### config.mk
export PLATFORM = sky130hd
export DESIGN_NAME = leb128_stream_dec_flat
export DESIGN_NICKNAME = d
export VERILOG_FILES = /design/src/rtl/leb128_stream_dec_if.sv /design/src/rtl/leb128_stream_dec.sv /design/src/flat_wrapper.sv
export SDC_FILE = /design/constraint.sdc
export NUM_CORES = 1
export LEC_CHECK = 0
export BUFFER_PORTS_ARGS = -buffer_cell sky130_fd_sc_hd__buf_2
export CAP_MARGIN = 20
export CORE_MARGIN = 4
export CORE_UTILIZATION = 45
export CTS_CLUSTER_DIAMETER = 60
export CTS_CLUSTER_SIZE = 10
export DETAILED_ROUTE_END_ITERATION = 10
export PLACE_DENSITY_LB_ADDON = 0.25
export SYNTH_ARGS = -nofsm -noshare
export SYNTH_HDL_FRONTEND = slang
export SYNTH_SLANG_ARGS = --single-unit
### constraint.sdc
create_clock -name clk -period 10.9 [get_ports clk]
set_input_delay 0 -clock clk [delete_from_list [all_inputs] [get_ports clk]]
set_output_delay 0 -clock clk [all_outputs]
set_load 0.005 [all_outputs]
### src/rtl/leb128_stream_dec_if.sv
// Byte-stream in / decoded-value out bundle for the LEB128 decoder.
//   slave  : decoder side (consumes bytes, produces values)
//   master : fetch/parser side (drives bytes, accepts values)
// Signals: signed_i, in_data[7:0], in_valid, in_ready,
//          out_data[WIDTH-1:0], out_len[LENW-1:0], out_err, out_valid, out_ready
interface leb128_stream_dec_if #(
  parameter int WIDTH = 32
);
  localparam int MAXLEN = (WIDTH + 6) / 7;
  localparam int LENW   = $clog2(MAXLEN + 1);

  logic             signed_i;
  logic [7:0]       in_data;
  logic             in_valid;
  logic             in_ready;
  logic [WIDTH-1:0] out_data;
  logic [LENW-1:0]  out_len;
  logic             out_err;
  logic             out_valid;
  logic             out_ready;

  modport slave (
    input  signed_i, in_data, in_valid, out_ready,
    output in_ready, out_data, out_len, out_err, out_valid
  );

  modport master (
    output signed_i, in_data, in_valid, out_ready,
    input  in_ready, out_data, out_len, out_err, out_valid
  );
endinterface

### src/rtl/leb128_stream_dec.sv
// Streaming LEB128 decoder, one byte per cycle sustained.
// Bytes arrive over io.in_* (valid/ready); each value (unsigned or signed,
// chosen by io.signed_i on its first byte) is assembled into an accumulator
// and emitted through a single output register io.out_* (valid/ready) with
// its byte length and an error flag.
// Ports:
//   clk    - clock, rising edge
//   rst_n  - asynchronous active-low reset
//   io     - leb128_stream_dec_if.slave (byte stream in, value out)
// STRICT=1 additionally flags final bytes whose unused high bits do not fit
// in WIDTH; over-long codes (MAXLEN bytes, still continuing) always flag.
module leb128_stream_dec #(
  parameter int WIDTH  = 32,
  parameter bit STRICT = 1'b0
) (
  input  logic              clk,
  input  logic              rst_n,
  leb128_stream_dec_if.slave io
);
  localparam int MAXLEN = (WIDTH + 6) / 7;
  localparam int LENW   = $clog2(MAXLEN + 1);
  localparam int ACCW   = 7 * MAXLEN;
  // payload bits of the last byte that still land inside WIDTH
  localparam int USED   = WIDTH - 7 * (MAXLEN - 1);
  localparam logic [LENW-1:0] LAST = LENW'(MAXLEN - 1);

  logic [LENW-1:0]  cnt;
  logic [WIDTH-1:0] acc;
  logic             mode_q;

  logic [WIDTH-1:0] out_data_q;
  logic [LENW-1:0]  out_len_q;
  logic             out_err_q;
  logic             out_valid_q;

  logic             in_ready;
  logic             accept;
  logic             mode;
  logic             last_byte;
  logic             term;
  logic [ACCW-1:0]  shifted;
  logic [WIDTH-1:0] acc_next;
  logic [WIDTH-1:0] ext;
  logic             rng_err;
  logic             err;

  // single output register: a pop in the same cycle frees the slot
  assign in_ready  = !out_valid_q || io.out_ready;
  assign accept    = io.in_valid && in_ready;
  assign mode      = (cnt == '0) ? io.signed_i : mode_q;
  assign last_byte = (cnt == LAST);
  assign term      = !io.in_data[7] || last_byte;

  always_comb begin
    shifted  = {{(ACCW-7){1'b0}}, io.in_data[6:0]} << (7 * int'(cnt));
    acc_next = acc | shifted[WIDTH-1:0];

    // sign fill above the last payload bit; empty once 7(k+1) >= WIDTH
    ext = '0;
    for (int i = 0; i < WIDTH; i++)
      ext[i] = (i >= 7 * (int'(cnt) + 1));
    if (!(mode && io.in_data[6]))
      ext = '0;

    // out-of-range bits of the final byte
    rng_err = 1'b0;
    for (int i = 0; i < 7; i++) begin
      if (!mode && i >= USED && io.in_data[i])
        rng_err = 1'b1;
      if (mode && i >= USED - 1 && io.in_data[i] != io.in_data[6])
        rng_err = 1'b1;
    end

    err = last_byte && (io.in_data[7] || (STRICT && rng_err));
  end

  always_ff @(posedge clk or negedge rst_n) begin
    if (!rst_n) begin
      cnt    <= '0;
      acc    <= '0;
      mode_q <= 1'b0;
    end else if (accept) begin
      if (term) begin
        cnt <= '0;
        acc <= '0;
      end else begin
        cnt <= cnt + 1'b1;
        acc <= acc_next;
      end
      if (cnt == '0)
        mode_q <= io.signed_i;
    end
  end

  always_ff @(posedge clk or negedge rst_n) begin
    if (!rst_n) begin
      out_data_q  <= '0;
      out_len_q   <= '0;
      out_err_q   <= 1'b0;
      out_valid_q <= 1'b0;
    end else if (accept && term) begin
      out_data_q  <= acc_next | ext;
      out_len_q   <= cnt + 1'b1;
      out_err_q   <= err;
      out_valid_q <= 1'b1;
    end else if (io.out_ready) begin
      out_valid_q <= 1'b0;
    end
  end

  assign io.in_ready  = in_ready;
  assign io.out_data  = out_data_q;
  assign io.out_len   = out_len_q;
  assign io.out_err   = out_err_q;
  assign io.out_valid = out_valid_q;
endmodule

### src/flat_wrapper.sv
// flat-port wrapper written by rule: the top's interface ports become plain ports
module leb128_stream_dec_flat 
#(
  parameter int WIDTH  = 32,
  parameter bit STRICT = 1'b0
)
  (clk, rst_n, io_signed_i, io_in_data, io_in_valid, io_out_ready, io_in_ready, io_out_data, io_out_len, io_out_err, io_out_valid);
  leb128_stream_dec_if #(.WIDTH(WIDTH)) io_i ();
  input  logic clk;
  input  logic rst_n;
  input wire logic [$bits(io_i.signed_i)-1:0] io_signed_i;
  input wire logic [$bits(io_i.in_data)-1:0] io_in_data;
  input wire logic [$bits(io_i.in_valid)-1:0] io_in_valid;
  input wire logic [$bits(io_i.out_ready)-1:0] io_out_ready;
  output wire logic [$bits(io_i.in_ready)-1:0] io_in_ready;
  output wire logic [$bits(io_i.out_data)-1:0] io_out_data;
  output wire logic [$bits(io_i.out_len)-1:0] io_out_len;
  output wire logic [$bits(io_i.out_err)-1:0] io_out_err;
  output wire logic [$bits(io_i.out_valid)-1:0] io_out_valid;
  assign io_i.signed_i = io_signed_i;
  assign io_i.in_data = io_in_data;
  assign io_i.in_valid = io_in_valid;
  assign io_i.out_ready = io_out_ready;
  assign io_in_ready = io_i.in_ready;
  assign io_out_data = io_i.out_data;
  assign io_out_len = io_i.out_len;
  assign io_out_err = io_i.out_err;
  assign io_out_valid = io_i.out_valid;
  leb128_stream_dec #(.WIDTH(WIDTH), .STRICT(STRICT)) u_core (.clk(clk), .rst_n(rst_n), .io(io_i));
endmodule
==> metrics.cfg <==
[cts]
post_cts_buffers = 0
h-tree-depth = 3
clock-sinks = 73
clk_pin_slew_worst_paths_ps = 70
cts_tree = done
numCtsBuffers = 9
cts-root-buf = clkbuf_8
clock_path_buffers = 2
clkLatencyLatePin_ps = 340

[drt]
drt_pass1_iterations = 7
detail_route.wirelength_mm = 9.61
wl_per_cell_um = 18.0
vias = 3147
ant_nets = 0
vias_per_cell = 5.88
drc = 0
drtIter0Drc = 257

[worst_hold_path]
hp-class = in -> reg
hold_depth = 3
worstHoldStart = io_out_ready
whs_endpoint = u_core.io.out_valid

[yosys]
synthesis.nets = 417
yosysWarnings = 0
synthCells = 388
synth-edff-count = 0
synth_cell_type_count = 54
seq_area_frac_synth_pct = 49.7
synth_top_flop_cell = dfrtp_1
synthArstFlopShare_pct = 100
synth.cell_area_sq_um = 3670
avgSynthCellArea_sq_um = 9.46
ys_seq_elements = 73

[setup_path]
cp_data_required_time_ps = 11160
startpoint_type = register
crit_chain = ha_1 -> xnor2_1 -> inv_1 -> ha_1 -> fa_1 -> inv_1 -> fa_1 -> nor2b_1 -> and3_1 -> or4b_1 -> a311o_1 -> a31oi_1
slowest_stage = fa_1
rr_startpoint = u_core.cnt[0]
cp_num_buf_inv = 2
r2r_slack_ps = 6350
crit_arrival_ps = 4810
crit_family = adder cells
critPathMaxFanout = 12
reg2reg_depth = 12
crit_type = reg -> reg
critical-path-max-stage-delay_ps = 640
cp-end-kind = register
rr_endpoint = u_core.io.out_data[31]

[die]
chipHeight_um = 98.3
die_w_um = 98.3
rows = 32
ioPinCount = 51
coreArea_sq_um = 7850
die_area_sq_um = 9670
initial_core_util_pct = 46.8

[finish]
multi_input_area_sq_um = 1710
final_common_cell = dfrtp_1
syn_to_final_growth_pct = 15.9
fill_cells = 744
nets = 458
final_cell_mix = dfrtp_1 (73), nor2_1 (61), buf_2 (50), a21oi_1 (43), nand2_1 (29)
seq_area_sq_um = 1830
drive_gt1_share_pct = 18.9
n_antenna_cell = 0

[sta]
worst_pin_slew_ps = 916
min_period_over_period_pct = 41.7
max_freq_mhz = 220
rsz0062_at_grt = false
tns_ps = 0
setup_viol = 0
fin_crit_ps = 4550
max_slew_margin_pct = 38.9
finClkSkew_ps = 9.96
finalMaxSlewViolations = 0
worst_slack_ps = 6350
hold_viol_final = 0

[global_route]
grt_max_degree = 76
overflow = 0
grt_usage_pct = 20.3
grt_pass1_wl_mm = 15.7
antenna_found_initial = 0
first_global_vias = 2987

[placement]
place_congestion = 0.891
port_buffers = 50
dp_slack_ps = 6430
dpl.hpwl_mm = 6.64

[pwr]
p_per_area_nw_per_um2 = 237
p_leak_nw = 1.98
power_w = 0.00101
vdd_drop_max_mv = 0.0734

[run_status]
status = finished clean

[job]
max_cap_viol_count = 0

-- sequential cells by signal, summed over array words and instances (netlist names) --
| register | count |
|---|---|
| u_core.cnt | 3 |
| u_core.acc | 32 |
| u_core.mode_q | 1 |
| u_core.io.out_len | 3 |
| u_core.io.out_data | 32 |
| u_core.io.out_valid | 1 |
| u_core.io.out_err | 1 |
-- report_power, final --
| group | internal (W) | switching (W) | total, W |
|---|---|---|---|
| logic | 0.000153 | 0.000221 | 0.000374 |
| registers | 0.000338 | 0.0000416 | 0.000380 |
| clock network | 0.000157 | 0.0000997 | 0.000257 |
| total | 0.000648 | 0.000363 | 0.00101 |
-- stage by stage --
stage / cells / instance area, sq um / util [%] / hold WS (ps)
2_1_floorplan: 388 / 3670 / - / -296
3_3_place_gp: 517 / 3990 / 50.8 / 266
3_5_place_dp: 517 / 3990 / 50.8 / 272
4_1_cts: 535 / 4260 / 54.2 / 0.289
5_1_grt: 535 / 4260 / 54.2 / 23.6
6_report: 535 / 4260 / 54.2 / 12.1
-- per-layer routing --
metal | share of wire (%) | track usage, % | wire length [um]
met5 | 0 | 0 | 0
met4 | 1.7 | 6.62 | 163
met3 | 6.9 | 5.14 | 660
met2 | 44 | 29.5 | 4210
met1 | 48 | 29.7 | 4580
-- area by class of cell --
type,instances,share of cell area (%)
clock inverter,5,2.44
multi-input combinational,278,40.2
inverter,10,0.882
sequential,73,42.9
tap,102,3.00
clock buffer,10,3.23
timing repair buffer,57,7.29
-- worst min-delay path, stage by stage --
cell and delay (ps):
buf_2 70, nand2b_1 170, nand2_1 60
-- timing repair --
item / 4_1_cts / 5_1_grt
resized for setup: 0 / 0
setup endpoints to repair: 0 / 0
hold buffers: 3 / 0
endpoints found under the hold margin: 75 / 0
-- logic make-up after synthesis --
logic type | Yosys count | share of synthesized area, %
and+or+nand+nor | 133 | 17.3
xor gates and xnor gates | 4 | 0.954
buffers and inverters | 37 | 3.92
DFF | 73 | 49.7
AOI/OAI and AO/OA | 120 | 20.7
adders and majority gates | 16 | 5.86
muxes | 5 | 1.50
-- synth_stat cells (3+ instances only) --
| library cell | count | area, sq um |
|---|---|---|
| dfrtp_1 | 73 | 1830 |
| nor2_1 | 61 | 229 |
| a21oi_1 | 44 | 220 |
| nand2_1 | 29 | 109 |
| a31oi_1 | 21 | 131 |
| clkbuf_1 | 16 | 60.1 |
| ha_1 | 14 | 175 |
| o21ai_0 | 14 | 70.1 |
| inv_1 | 8 | 30.0 |
| buf_1 | 7 | 26.3 |
| a221oi_1 | 6 | 52.6 |
| o21a_1 | 6 | 45.0 |
| and3_1 | 5 | 31.3 |
| nand2b_1 | 5 | 31.3 |
| nor3_1 | 5 | 25.0 |
| o211ai_1 | 5 | 37.5 |
| a2111oi_0 | 4 | 35.0 |
| mux2_2 | 4 | 45.0 |
| nand3_1 | 4 | 20.0 |
| xnor2_1 | 4 | 35.0 |
| a211oi_1 | 3 | 22.5 |
| and2_1 | 3 | 18.8 |
| buf_2 | 3 | 15.0 |
| nor2b_1 | 3 | 18.8 |
| or3_1 | 3 | 18.8 |
-- worst max path at each step --
stage / start / endpoint / slack [ps] / cells past startpoint
after floorplan: u_core.cnt[1] / u_core.io.out_data[31] / 7060 / 12
after global placement: u_core.cnt[0] / u_core.io.out_data[31] / 6640 / 12
after detailed placement: u_core.cnt[0] / u_core.io.out_data[31] / 6430 / 12
after CTS: u_core.cnt[0] / u_core.io.out_data[31] / 6400 / 12
after global routing: u_core.cnt[0] / u_core.io.out_data[31] / 6110 / 12
final: u_core.cnt[0] / u_core.io.out_data[31] / 6350 / 12
No activity file was read; power rests on OpenSTA's default activity.
